File: src/rtl/uart_loopback_bist_pkg.sv
// Shared types and constants for the UART loopback built-in self-test.
package uart_bist_pkg;

  typedef enum logic [1:0] {
    IDLE  = 2'd0,
    RUN   = 2'd1,
    DRAIN = 2'd2,
    DONE  = 2'd3
  } state_e;

  localparam logic [15:0] LFSR_MASK    = 16'hB400;
  localparam logic [15:0] DEFAULT_SEED = 16'hACE1;

  // Galois LFSR step, shifting right with feedback taps from the mask.
  function automatic logic [15:0] lfsrNext(input logic [15:0] s);
    return {1'b0, s[15:1]} ^ (s[0] ? LFSR_MASK : 16'h0000);
  endfunction

endpackage

File: src/rtl/uart_loopback_bist_if.sv
// AXI-Stream style word channel between the BIST and the UART core; checkFlag carries RX parity errors.
interface uart_loopback_bist_if #(
  parameter int DATA_BITS = 8
) ();

  logic [DATA_BITS-1:0] tdata;
  logic                 tvalid;
  logic                 tready;
  logic                 checkFlag;

  modport master (
    output tdata,
    output tvalid,
    output checkFlag,
    input  tready
  );

  modport slave (
    input  tdata,
    input  tvalid,
    input  checkFlag,
    output tready
  );

endinterface

File: src/rtl/uart_loopback_bist_pattern_gen.sv
// Pattern generator: incrementing or PRBS16 word stream, reloaded on load and stepped on advance.
module uart_pattern_gen
  import uart_bist_pkg::*;
#(
  parameter int          DATA_BITS = 8,
  parameter logic [15:0] SEED      = DEFAULT_SEED
) (
  input  logic                 clk,
  input  logic                 rst_n,
  input  logic                 mode_i,
  input  logic                 load_i,
  input  logic                 advance_i,
  output logic [DATA_BITS-1:0] word_o
);

  logic [15:0] pattern_q, pattern_d;
  logic        mode_q, mode_d;

  // An all-zero LFSR would lock up, so PRBS mode substitutes the default seed.
  always_comb begin
    pattern_d = pattern_q;
    mode_d    = mode_q;
    if (load_i) begin
      mode_d    = mode_i;
      pattern_d = (mode_i && (SEED == 16'h0000)) ? DEFAULT_SEED : SEED;
    end else if (advance_i) begin
      pattern_d = mode_q ? lfsrNext(pattern_q) : pattern_q + 16'd1;
    end
  end

  always_ff @(posedge clk or posedge rst_n) begin
    if (rst_n) begin
      pattern_q <= SEED;
      mode_q    <= 1'b0;
    end else begin
      pattern_q <= pattern_d;
      mode_q    <= mode_d;
    end
  end

  assign word_o = pattern_q[DATA_BITS-1:0];

endmodule

File: src/rtl/uart_loopback_bist.sv
// Loopback self-test: streams pattern words into UART TX, checks what comes back on UART RX.
module uart_loopback_bist
  import uart_bist_pkg::*;
#(
  parameter int          DATA_BITS   = 8,
  parameter int          CNT_W       = 16,
  parameter int          MAX_OUTST   = 16,
  parameter int          TIMEOUT_CYC = 65536,
  parameter logic [15:0] SEED        = 16'hACE1
) (
  input  logic                      clk,
  input  logic                      rst_n,
  input  logic                      start_i,
  input  logic                      mode_i,
  input  logic [CNT_W-1:0]          burstLen_i,
  uart_loopback_bist_if.master      mAxis,
  uart_loopback_bist_if.slave       sAxis,
  output logic                      busy_o,
  output logic                      done_o,
  output logic                      pass_o,
  output logic                      timeout_o,
  output logic [CNT_W-1:0]          txCount_o,
  output logic [CNT_W-1:0]          rxCount_o,
  output logic [CNT_W-1:0]          errCount_o
);

  localparam int TW = (TIMEOUT_CYC > 2) ? $clog2(TIMEOUT_CYC) : 1;

  state_e               state_q, state_d;
  logic [CNT_W-1:0]     burstLen_q, burstLen_d;
  logic [CNT_W-1:0]     txCount_q, txCount_d;
  logic [CNT_W-1:0]     rxCount_q, rxCount_d;
  logic [CNT_W-1:0]     errCount_q, errCount_d;
  logic [TW-1:0]        timer_q, timer_d;
  logic                 done_q, done_d;
  logic                 pass_q, pass_d;
  logic                 timeout_q, timeout_d;
  logic                 parity_q, parity_d;

  logic                 active;
  logic                 genLoad;
  logic [CNT_W-1:0]     outst;
  logic                 txValid;
  logic                 txFire;
  logic                 rxBeat;
  logic                 rxSpurious;
  logic                 rxGood;
  logic                 rxErr;
  logic                 timeoutHit;
  logic [DATA_BITS-1:0] txWord;
  logic [DATA_BITS-1:0] rxExpected;

  assign active     = (state_q == RUN) || (state_q == DRAIN);
  assign outst      = txCount_q - rxCount_q;
  assign txValid    = (state_q == RUN) && (txCount_q != burstLen_q) && (outst < CNT_W'(MAX_OUTST));
  assign txFire     = txValid && mAxis.tready;
  assign rxBeat     = active && sAxis.tvalid;
  assign rxSpurious = rxBeat && (outst == '0);
  assign rxGood     = rxBeat && !rxSpurious;
  assign rxErr      = rxSpurious || (rxGood && ((sAxis.tdata != rxExpected) || sAxis.checkFlag));
  assign timeoutHit = active && (outst != '0) && !rxBeat && (timer_q == TW'(TIMEOUT_CYC - 1));

  uart_pattern_gen #(
    .DATA_BITS (DATA_BITS),
    .SEED      (SEED)
  ) txGen (
    .clk       (clk),
    .rst_n     (rst_n),
    .mode_i    (mode_i),
    .load_i    (genLoad),
    .advance_i (txFire),
    .word_o    (txWord)
  );

  uart_pattern_gen #(
    .DATA_BITS (DATA_BITS),
    .SEED      (SEED)
  ) rxGen (
    .clk       (clk),
    .rst_n     (rst_n),
    .mode_i    (mode_i),
    .load_i    (genLoad),
    .advance_i (rxGood),
    .word_o    (rxExpected)
  );

  // Counter updates first; the state case then overrides them on start or abort.
  always_comb begin
    state_d    = state_q;
    burstLen_d = burstLen_q;
    txCount_d  = txCount_q;
    rxCount_d  = rxCount_q;
    errCount_d = errCount_q;
    done_d     = done_q;
    pass_d     = pass_q;
    timeout_d  = timeout_q;
    parity_d   = parity_q;
    genLoad    = 1'b0;
    timer_d    = (!active || (outst == '0) || rxBeat) ? '0 : timer_q + 1'b1;

    if (txFire) begin
      txCount_d = txCount_q + 1'b1;
    end
    if (rxGood) begin
      rxCount_d = rxCount_q + 1'b1;
    end
    if (rxErr && !(&errCount_q)) begin
      errCount_d = errCount_q + 1'b1;
    end
    if (rxBeat && sAxis.checkFlag) begin
      parity_d = 1'b1;
    end

    case (state_q)
      IDLE, DONE: begin
        if (start_i) begin
          genLoad    = 1'b1;
          burstLen_d = burstLen_i;
          txCount_d  = '0;
          rxCount_d  = '0;
          errCount_d = '0;
          timer_d    = '0;
          parity_d   = 1'b0;
          timeout_d  = 1'b0;
          if (burstLen_i == '0) begin
            state_d = DONE;
            done_d  = 1'b1;
            pass_d  = 1'b1;
          end else begin
            state_d = RUN;
            done_d  = 1'b0;
            pass_d  = 1'b0;
          end
        end
      end
      RUN: begin
        if (timeoutHit) begin
          state_d   = DONE;
          done_d    = 1'b1;
          pass_d    = 1'b0;
          timeout_d = 1'b1;
        end else if (txCount_q == burstLen_q) begin
          state_d = DRAIN;
        end
      end
      DRAIN: begin
        if (timeoutHit) begin
          state_d   = DONE;
          done_d    = 1'b1;
          pass_d    = 1'b0;
          timeout_d = 1'b1;
        end else if (rxCount_q == burstLen_q) begin
          state_d = DONE;
          done_d  = 1'b1;
          pass_d  = (errCount_d == '0) && !parity_d;
        end
      end
      default: state_d = IDLE;
    endcase
  end

  always_ff @(posedge clk or posedge rst_n) begin
    if (rst_n) begin
      state_q    <= IDLE;
      burstLen_q <= '0;
      txCount_q  <= '0;
      rxCount_q  <= '0;
      errCount_q <= '0;
      timer_q    <= '0;
      done_q     <= 1'b0;
      pass_q     <= 1'b0;
      timeout_q  <= 1'b0;
      parity_q   <= 1'b0;
    end else begin
      state_q    <= state_d;
      burstLen_q <= burstLen_d;
      txCount_q  <= txCount_d;
      rxCount_q  <= rxCount_d;
      errCount_q <= errCount_d;
      timer_q    <= timer_d;
      done_q     <= done_d;
      pass_q     <= pass_d;
      timeout_q  <= timeout_d;
      parity_q   <= parity_d;
    end
  end

  // TX data is gated so the idle bus reads as zero rather than the seed.
  assign mAxis.tvalid    = txValid;
  assign mAxis.tdata     = txValid ? txWord : '0;
  assign mAxis.checkFlag = 1'b0;
  assign sAxis.tready    = 1'b1;

  assign busy_o     = active;
  assign done_o     = done_q;
  assign pass_o     = pass_q;
  assign timeout_o  = timeout_q;
  assign txCount_o  = txCount_q;
  assign rxCount_o  = rxCount_q;
  assign errCount_o = errCount_q;

endmodule

File: src/flat_wrapper.sv
// flat-port wrapper written by rule: the top's interface ports become plain ports
module uart_loopback_bist_flat import uart_bist_pkg::*;
#(
  parameter int          DATA_BITS   = 8,
  parameter int          CNT_W       = 16,
  parameter int          MAX_OUTST   = 16,
  parameter int          TIMEOUT_CYC = 65536,
  parameter logic [15:0] SEED        = 16'hACE1
)
  (clk, rst_n, start_i, mode_i, burstLen_i, busy_o, done_o, pass_o, timeout_o, txCount_o, rxCount_o, errCount_o, mAxis_tdata, mAxis_tvalid, mAxis_checkFlag, mAxis_tready, sAxis_tdata, sAxis_tvalid, sAxis_checkFlag, sAxis_tready);
  uart_loopback_bist_if #(.DATA_BITS(DATA_BITS)) mAxis_i ();
  uart_loopback_bist_if #(.DATA_BITS(DATA_BITS)) sAxis_i ();
  input  logic clk;
  input  logic rst_n;
  input  logic start_i;
  input  logic mode_i;
  input  logic [CNT_W-1:0] burstLen_i;
  output logic busy_o;
  output logic done_o;
  output logic pass_o;
  output logic timeout_o;
  output logic [CNT_W-1:0] txCount_o;
  output logic [CNT_W-1:0] rxCount_o;
  output logic [CNT_W-1:0] errCount_o;
  output wire logic [$bits(mAxis_i.tdata)-1:0] mAxis_tdata;
  output wire logic [$bits(mAxis_i.tvalid)-1:0] mAxis_tvalid;
  output wire logic [$bits(mAxis_i.checkFlag)-1:0] mAxis_checkFlag;
  input wire logic [$bits(mAxis_i.tready)-1:0] mAxis_tready;
  input wire logic [$bits(sAxis_i.tdata)-1:0] sAxis_tdata;
  input wire logic [$bits(sAxis_i.tvalid)-1:0] sAxis_tvalid;
  input wire logic [$bits(sAxis_i.checkFlag)-1:0] sAxis_checkFlag;
  output wire logic [$bits(sAxis_i.tready)-1:0] sAxis_tready;
  assign mAxis_tdata = mAxis_i.tdata;
  assign mAxis_tvalid = mAxis_i.tvalid;
  assign mAxis_checkFlag = mAxis_i.checkFlag;
  assign mAxis_i.tready = mAxis_tready;
  assign sAxis_i.tdata = sAxis_tdata;
  assign sAxis_i.tvalid = sAxis_tvalid;
  assign sAxis_i.checkFlag = sAxis_checkFlag;
  assign sAxis_tready = sAxis_i.tready;
  uart_loopback_bist #(.DATA_BITS(DATA_BITS), .CNT_W(CNT_W), .MAX_OUTST(MAX_OUTST), .TIMEOUT_CYC(TIMEOUT_CYC), .SEED(SEED)) u_core (.clk(clk), .rst_n(rst_n), .start_i(start_i), .mode_i(mode_i), .burstLen_i(burstLen_i), .mAxis(mAxis_i), .sAxis(sAxis_i), .busy_o(busy_o), .done_o(done_o), .pass_o(pass_o), .timeout_o(timeout_o), .txCount_o(txCount_o), .rxCount_o(rxCount_o), .errCount_o(errCount_o));
endmodule
File: config.mk
export PLATFORM = sky130hd
export DESIGN_NAME = uart_loopback_bist_flat
export DESIGN_NICKNAME = d
export VERILOG_FILES = /design/src/rtl/uart_loopback_bist_pkg.sv /design/src/rtl/uart_loopback_bist_if.sv /design/src/rtl/uart_loopback_bist_pattern_gen.sv /design/src/rtl/uart_loopback_bist.sv /design/src/flat_wrapper.sv
export SDC_FILE = /design/constraint.sdc
export NUM_CORES = 1
export LEC_CHECK = 0
export CAP_MARGIN = 20
export CORE_MARGIN = 1.5
export CORE_UTILIZATION = 46
export CTS_CLUSTER_DIAMETER = 50
export DETAILED_ROUTE_END_ITERATION = 10
export PLACE_DENSITY = 0.73
export SETUP_SLACK_MARGIN = 0.05
export SLEW_MARGIN = 0
export SYNTH_ARGS = -nofsm -noshare
export SYNTH_HDL_FRONTEND = slang
export SYNTH_SLANG_ARGS = --single-unit
File: constraint.sdc
create_clock -name clk -period 4 [get_ports clk]
set_input_delay 0.6 -clock clk [delete_from_list [all_inputs] [get_ports clk]]
set_output_delay 0.6 -clock clk [all_outputs]
set_load 0.05 [all_outputs]
# --- After elaboration in Yosys (flattened, before gate mapping) ---
# Index checks and enable logic that the tools add are counted.
op_classes:
  multipliers: 0
  bitwise_logic: 2
  shift: 0
  add_sub_neg: 7
  muxes: 45
  div: 0
  reduce_logical: 37
  n_lt_le_gt_ge: 1
  n_eq_ne: 13
op_table:
  columns: ["cell", "n"]
  rows:
  - ["two-way mux 16 bit", 20]
  - ["adder 16 x 1 -> 16 bit (second input constant)", 6]
  - ["logical NOT 16 bit", 3]
  - ["equality test 16 bit", 2]
  - ["bitwise XOR 15 x 16 -> 16 bit", 2]
  - ["equality test 16 bit (second input constant)", 1]
  - ["< comparator 16 x 5 -> 1 bit (second input constant)", 1]
  - ["!= test 16 bit", 1]
  - ["AND reduction 16 bit", 1]
  - ["nonzero test 16 bit", 1]
  - ["subtractor 16 bit", 1]
  - ["two-way mux 1 bit", 14]
  - ["logical AND 1 bit", 13]
  - ["two-way mux 2 bit", 6]
  - ["two-way mux 8 bit", 1]
  - ["!= test 8 bit", 1]
  - ["!= test 3 x 2 -> 1 bit (second input constant)", 2]
  - ["one-hot mux 1 bit (3 select lines)", 2]
  - ["one-hot mux 2 bit (3 select lines)", 1]
  - ["AND reduction 3 bit", 2]
  - ["logical NOT 1 bit", 5]
  - ["logical OR 1 bit", 5]
  - ["equality test 2 bit (second input constant)", 2]
  - ["!= test 2 x 1 -> 1 bit (second input constant)", 2]
  - ["other kinds (7)", 10]
totals:
  out_inout_bits: 63
  romBits: 0
  latchBits: 0
  in_bits: 31
  ff_bits: 119
  ramBits: 0
  mem_count: 0

# --- Longest topological paths before layout ---
depth:
  ltp_word: 15
  mapped_depth: 17
  depth_no_buf: 14

# --- Modules after synthesis ---
# Synthesis repeated with hierarchy kept, for this count alone.
hier_totals:
  hier_cells: 967
  hier_area_um2: 8334.2
modules_own_cells:
  columns: ["mod", "cells_each", "area_each_um2", "instances", "seq_area_each_um2"]
  rows:
  - ["uart_loopback_bist", 663, 5839.4, 1, 2152.1]
  - ["uart_pattern_gen at u_core.txGen", 151, 1256.2, 1, 435.4]
  - ["uart_pattern_gen at u_core.rxGen", 153, 1238.7, 1, 435.4]

# --- Worst setup path before layout ---
# OpenSTA, ideal clock, no wires.
synth_timing:
  kind: "reg-to-output"
  from: "register u_core.rxCount_q[3] (netlist: u_core.rxCount_o[3])"
  to: "output port mAxis_tdata[0]"
  n_path_buf: 1
  path_slack_ns: -0.412
  required_time_ns: 3.400
  path_stages_with_launch: 12
  t_arrival_ns: 3.812
  path_cell_list: "dfrtp_1 > inv_1 > ha_1 > a21o_1 > a21oi_4 > a211oi_1 > a2111oi_0 > xor2_1 > nand3_1 > nor3_1 > clkbuf_1 > and2_1"
synth_via:
  elab_chain_len: 4
synth_rtl:
  columns: ["item", "line", "text"]
  rows:
  - ["start, declared", "uart_loopback_bist.sv:32", "logic [CNT_W-1:0] rxCount_q, rxCount_d;"]
  - ["start signal, assigned", "uart_loopback_bist.sv:178", "rxCount_q <= rxCount_d;"]
  - ["subtractor 16 bit", "uart_loopback_bist.sv:54", "assign outst = txCount_q - rxCount_q;"]
  - ["< comparator 16 x 5 -> 1 bit", "uart_loopback_bist.sv:55", "assign txValid = (state_q == RUN) && (txCount_q != burstLen_q) && (outst < CNT_W'(MAX_OUTST));"]
  - ["logical AND 1 bit", "uart_loopback_bist.sv:55", null]
  - ["net mAxis_tvalid", "flat_wrapper.sv:26", "output wire logic [$bits(mAxis_i.tvalid)-1:0] mAxis_tvalid;"]
  - ["two-way mux 8 bit", "uart_loopback_bist.sv:190", "assign mAxis.tdata = txValid ? txWord : '0;"]
  - ["end, declared", "flat_wrapper.sv:25", "output wire logic [$bits(mAxis_i.tdata)-1:0] mAxis_tdata;"]
# The timed path passes the listed nets, and every way through them passes these cells.

# --- Final worst setup path ---
layout_timing:
  from: "register u_core.txCount_q[1] (netlist: u_core.txCount_o[1])"
  to: "output port mAxis_tdata[3]"
layout_via:
  elab_chain_len: 4
  elab_cells_between_ends: 6
  cone_classes: "add/sub: 1; order compare: 1; eq/ne: 1; mux: 1; reduce/logical: 2"
layout_rtl:
  columns: ["item", "line", "text"]
  rows:
  - ["start, declared", "uart_loopback_bist.sv:31", "logic [CNT_W-1:0] txCount_q, txCount_d;"]
  - ["start signal, assigned", "uart_loopback_bist.sv:177", "txCount_q <= txCount_d;"]
  - ["subtractor 16 bit or != test 16 bit (tied branches)", "uart_loopback_bist.sv:54, uart_loopback_bist.sv:55", null]
  - ["< comparator 16 x 5 -> 1 bit or logical AND 1 bit (tied branches)", "uart_loopback_bist.sv:55", null]
  - ["logical AND 1 bit (*)", "uart_loopback_bist.sv:55", null]
  - ["two-way mux 8 bit (*)", "uart_loopback_bist.sv:190", null]
# Every way passes the cells marked *; elsewhere a longest branch is shown, timed or not.

==> results.cfg <==
[status]
status = finished, final reports clean

[place]
port_buffers = 91
dp_cells = 1243
dp_slack_ns = 0.0481
dp_hpwl_mm = 15.2
gp_congestion = 0.924

[pwr]
ir_drop_uv = 416
power_density_mw_per_mm2 = 554
p_leak_nw = 4.16
total_power_mw = 5.59

[hold_path]
hold_depth = 1
min-delay-path-class = flop to flop

[timing]
final-hold-violation-count = 0
finalCritPeriodShare = 0.965
grt_setup_unrepaired = no
setup_ws_ns = 0.139
max_freq_mhz = 259
fin_skew_ns = 0.00912
worstMarginPinSlew_ns = 0.936
min_period_ns = 3.86
relSlewSlack = 0.370
slew_violations = 0
setup_viol = 0
setup-tns-final_ns = 0

[worst_setup_path]
critical_path.top_delay_family = simple AND/OR/NAND/NOR gates
critPathLaunchType = flop
crit_required_ns = 3.40
cp-end-kind = primary output
path_cells = ha_4 > nor2b_4 > buf_4 > o21ai_1 > a31oi_2 > or3_1 > a21oi_2 > nand3_2 > nor3_4 > buf_6 > and2_1 > buf_12
cp_slowest_cell = dfrtp_2
path_depth = 12
slowest_delay_ns = 0.43
critPathMaxFanout = 5
worst-path-buf-inv = 3
crit_type = flop to primary output
r2r_cells = 14
crit_arrival_ns = 3.26

[die]
dieArea_mm2 = 0.0177
core_area_mm2 = 0.0166
initial_core_util = 0.469
io_pins = 94
dieHeight_um = 133
std_cell_rows = 47
die_w_um = 133

[logic_synthesis]
syn_nets = 1004
yosysTopAreaCell = dfrtp_1
syn_area_mm2 = 0.00778
yosysWarnings = 0
synth_top_family_by_area = simple AND/OR/NAND/NOR gates
netlist.area_leader.share = 0.331
synthAdderAreaFrac = 0.0370
synth_compound_area_frac = 0.145
yosysSeqAreaShare = 0.385
synth_edf_count = 0
synth_seq_cells = 119
synth.area.top_cells = dfrtp_1 (33%), xnor2_1 (8.0%), nor2_1 (6.3%)
yosys.cell_types.count = 64
synthMostInstantiatedCell = nor2_1
syn_avg_cell_area_um2 = 8.19
synth_commonest_cells = nor2_1 (131), nand2_1 (125), dfrtp_1 (103), xnor2_1 (71), o21ai_0 (57)
syn-instance-count = 950
muxShareOfSynthArea = 0.0119
synth-xor-area-share = 0.120
synthFlopType = dfrtp_1
synthArstFlopShare = 1.00
synthSimpleGateAreaFrac = 0.260

[route]
highest_layer = met4
met1_length_mm = 10.0
first_iter_violations = 608
wl_mm = 22.2
wl_met2_mm = 10.1
viasPerCell = 5.62
num_vias = 7247
final_antenna_net_count = 0
wl_per_cell_um = 17.2
drcViolationCount = 0
dr_wl_met3_mm = 1.24
firstDrtPassIters = 7

[global_routing]
grt_max_degree = 120
grtUsageTotal = 0.251
grt_pass1_wl_mm = 35.0
grt_remaining_overflow = 0
grt_pass1_vias = 6612
antenna_found_initial = 0

[cts]
htree_levels = 4
cts.sinks = 119
cts_buffer_depth = 2
cts_tree = built
clock_latency_ns = 0.42
root_buffer = clkbuf_16
numCtsBuffers = 17
clkSlewWorstSetupHoldPaths_ns = 0.05

[finish]
final_cells = 1290
multi_input_area_mm2 = 0.00472
regArea_mm2 = 0.00303
fillerInstances = 1429
drive_gt1_frac = 0.166
num_antenna_cells = 0
nNetsFinal = 1111
areaGrowthSynthToFinish_pct = 29.6

[job]
maxCapViolations = 0
## cell usage in the layout (no fill, tap or decap), types with 9 or more instances in the layout
master / n
clkbuf_16: 17
nand2_1: 125
xnor2_1: 71
a211oi_1: 9
or3_1: 13
nor4_1: 14
xor2_1: 36
clkdlybuf4s50_1: 82
ha_1: 14
o21ai_0: 53
buf_4: 37
a21oi_1: 47
buf_12: 11
dfrtp_1: 80
nand4_1: 21
inv_1: 25
and3_1: 24
dfstp_2: 16
nor3_1: 15
nand3_1: 51
nor2_1: 129
dfrtp_2: 23
## worst reg2reg max path, cell delays in order, from the launching register on
cell and delay (ns):
dfrtp_2 0.43, ha_4 0.27, nor2b_4 0.21, o2111ai_4 0.18
a211oi_2 0.26, nor3_2 0.08, buf_4 0.16, nor3b_1 0.15
or4b_4 0.54, or3_4 0.36, a211o_1 0.33, or3_4 0.39
o21ai_1 0.14, nand4_1 0.10, o21ai_1 0.13
## through the flow
step                utilization  hold slack [ns]  instance area, um^2
global route              0.608            0.505                10100
global placement          0.556            0.479                 9220
finish                    0.608            0.488                10100
floorplan                     -            0.448                 7920
CTS                       0.594            0.493                 9850
detailed placement        0.556            0.484                 9220
## where the power goes
part | leakage (nW) | internal (mW) | switching [mW]
logic | 2.36 | 0.896 | 1.38
clock network | 0.284 | 1.01 | 0.574
registers | 1.52 | 1.44 | 0.302
## state kept, by name, indices dropped and copies added, names as in the netlist
register and flops:
u_core.burstLen_q 16, u_core.errCount_o 16, u_core.rxCount_o 16, u_core.rxGen.pattern_q 16, u_core.timer_q 16, u_core.txCount_o 16, u_core.txGen.pattern_q 16, u_core.state_q 2
u_core.done_o 1, u_core.parity_q 1, u_core.pass_o 1, u_core.timeout_o 1, u_core.txGen.mode_q 1
## cell families (layout without fill, tap and decap cells)
logic type / count (synthesis) / count (layout)
flops: 119 / 119
mux: 9 / 9
fa+ha+maj: 23 / 23
buf+inv: 75 / 195
other cells: 2 / 2
simple gates: 435 / 435
compound gates: 180 / 180
xor+xnor: 107 / 107
## per-layer routing
layer / global-route usage / vias to the layer above
met2: 0.380 / 259
met3: 0.0483 / 53
li1: - / 3512
met4: 0.118 / 0
met1: 0.346 / 3423
met5: 0 / -
## cell type report
cell class                 instances  share of cell area
sequential                       119               0.300
clock inverter                    12              0.0150
multi-input combinational        756               0.467
clock buffer                      20              0.0453
tap                              220              0.0273
inverter                          31              0.0122
timing repair buffer             132               0.133
## path summary, 6_finish.rpt
path | startpoint | end | slack (ns)
hold / removal | u_core.timer_q[0]$_DFF_PP0_ | u_core.timer_q[0]$_DFF_PP0_ | 0.49
setup reg to reg | u_core.txCount_o[1]$_DFF_PP0_ | u_core.pass_o$_DFFE_PP0P_ | 0.22
min in group asynchronous | rst_n | u_core.txGen.pattern_q[1]$_DFFE_PP0P_ | 0.70
hold reg to reg | u_core.timer_q[0]$_DFF_PP0_ | u_core.timer_q[0]$_DFF_PP0_ | 0.49
setup / recovery | u_core.txCount_o[1]$_DFF_PP0_ | mAxis_tdata[3] | 0.14
max in group asynchronous | rst_n | u_core.rxCount_o[12]$_DFF_PP0_ | 2.74
## what timing repair did
| item | 4_1_cts | 5_1_grt |
|---|---|---|
| gates resized for setup | 2 | 39 |
| gates cloned | 0 | 1 |
| hold buffers | 0 | 0 |
| setup endpoints to repair | 10 | 28 |
| pin swaps | 2 | 12 |
| buffers inserted | 2 | 12 |
Note: power is estimated with default switching activity, not from simulation.
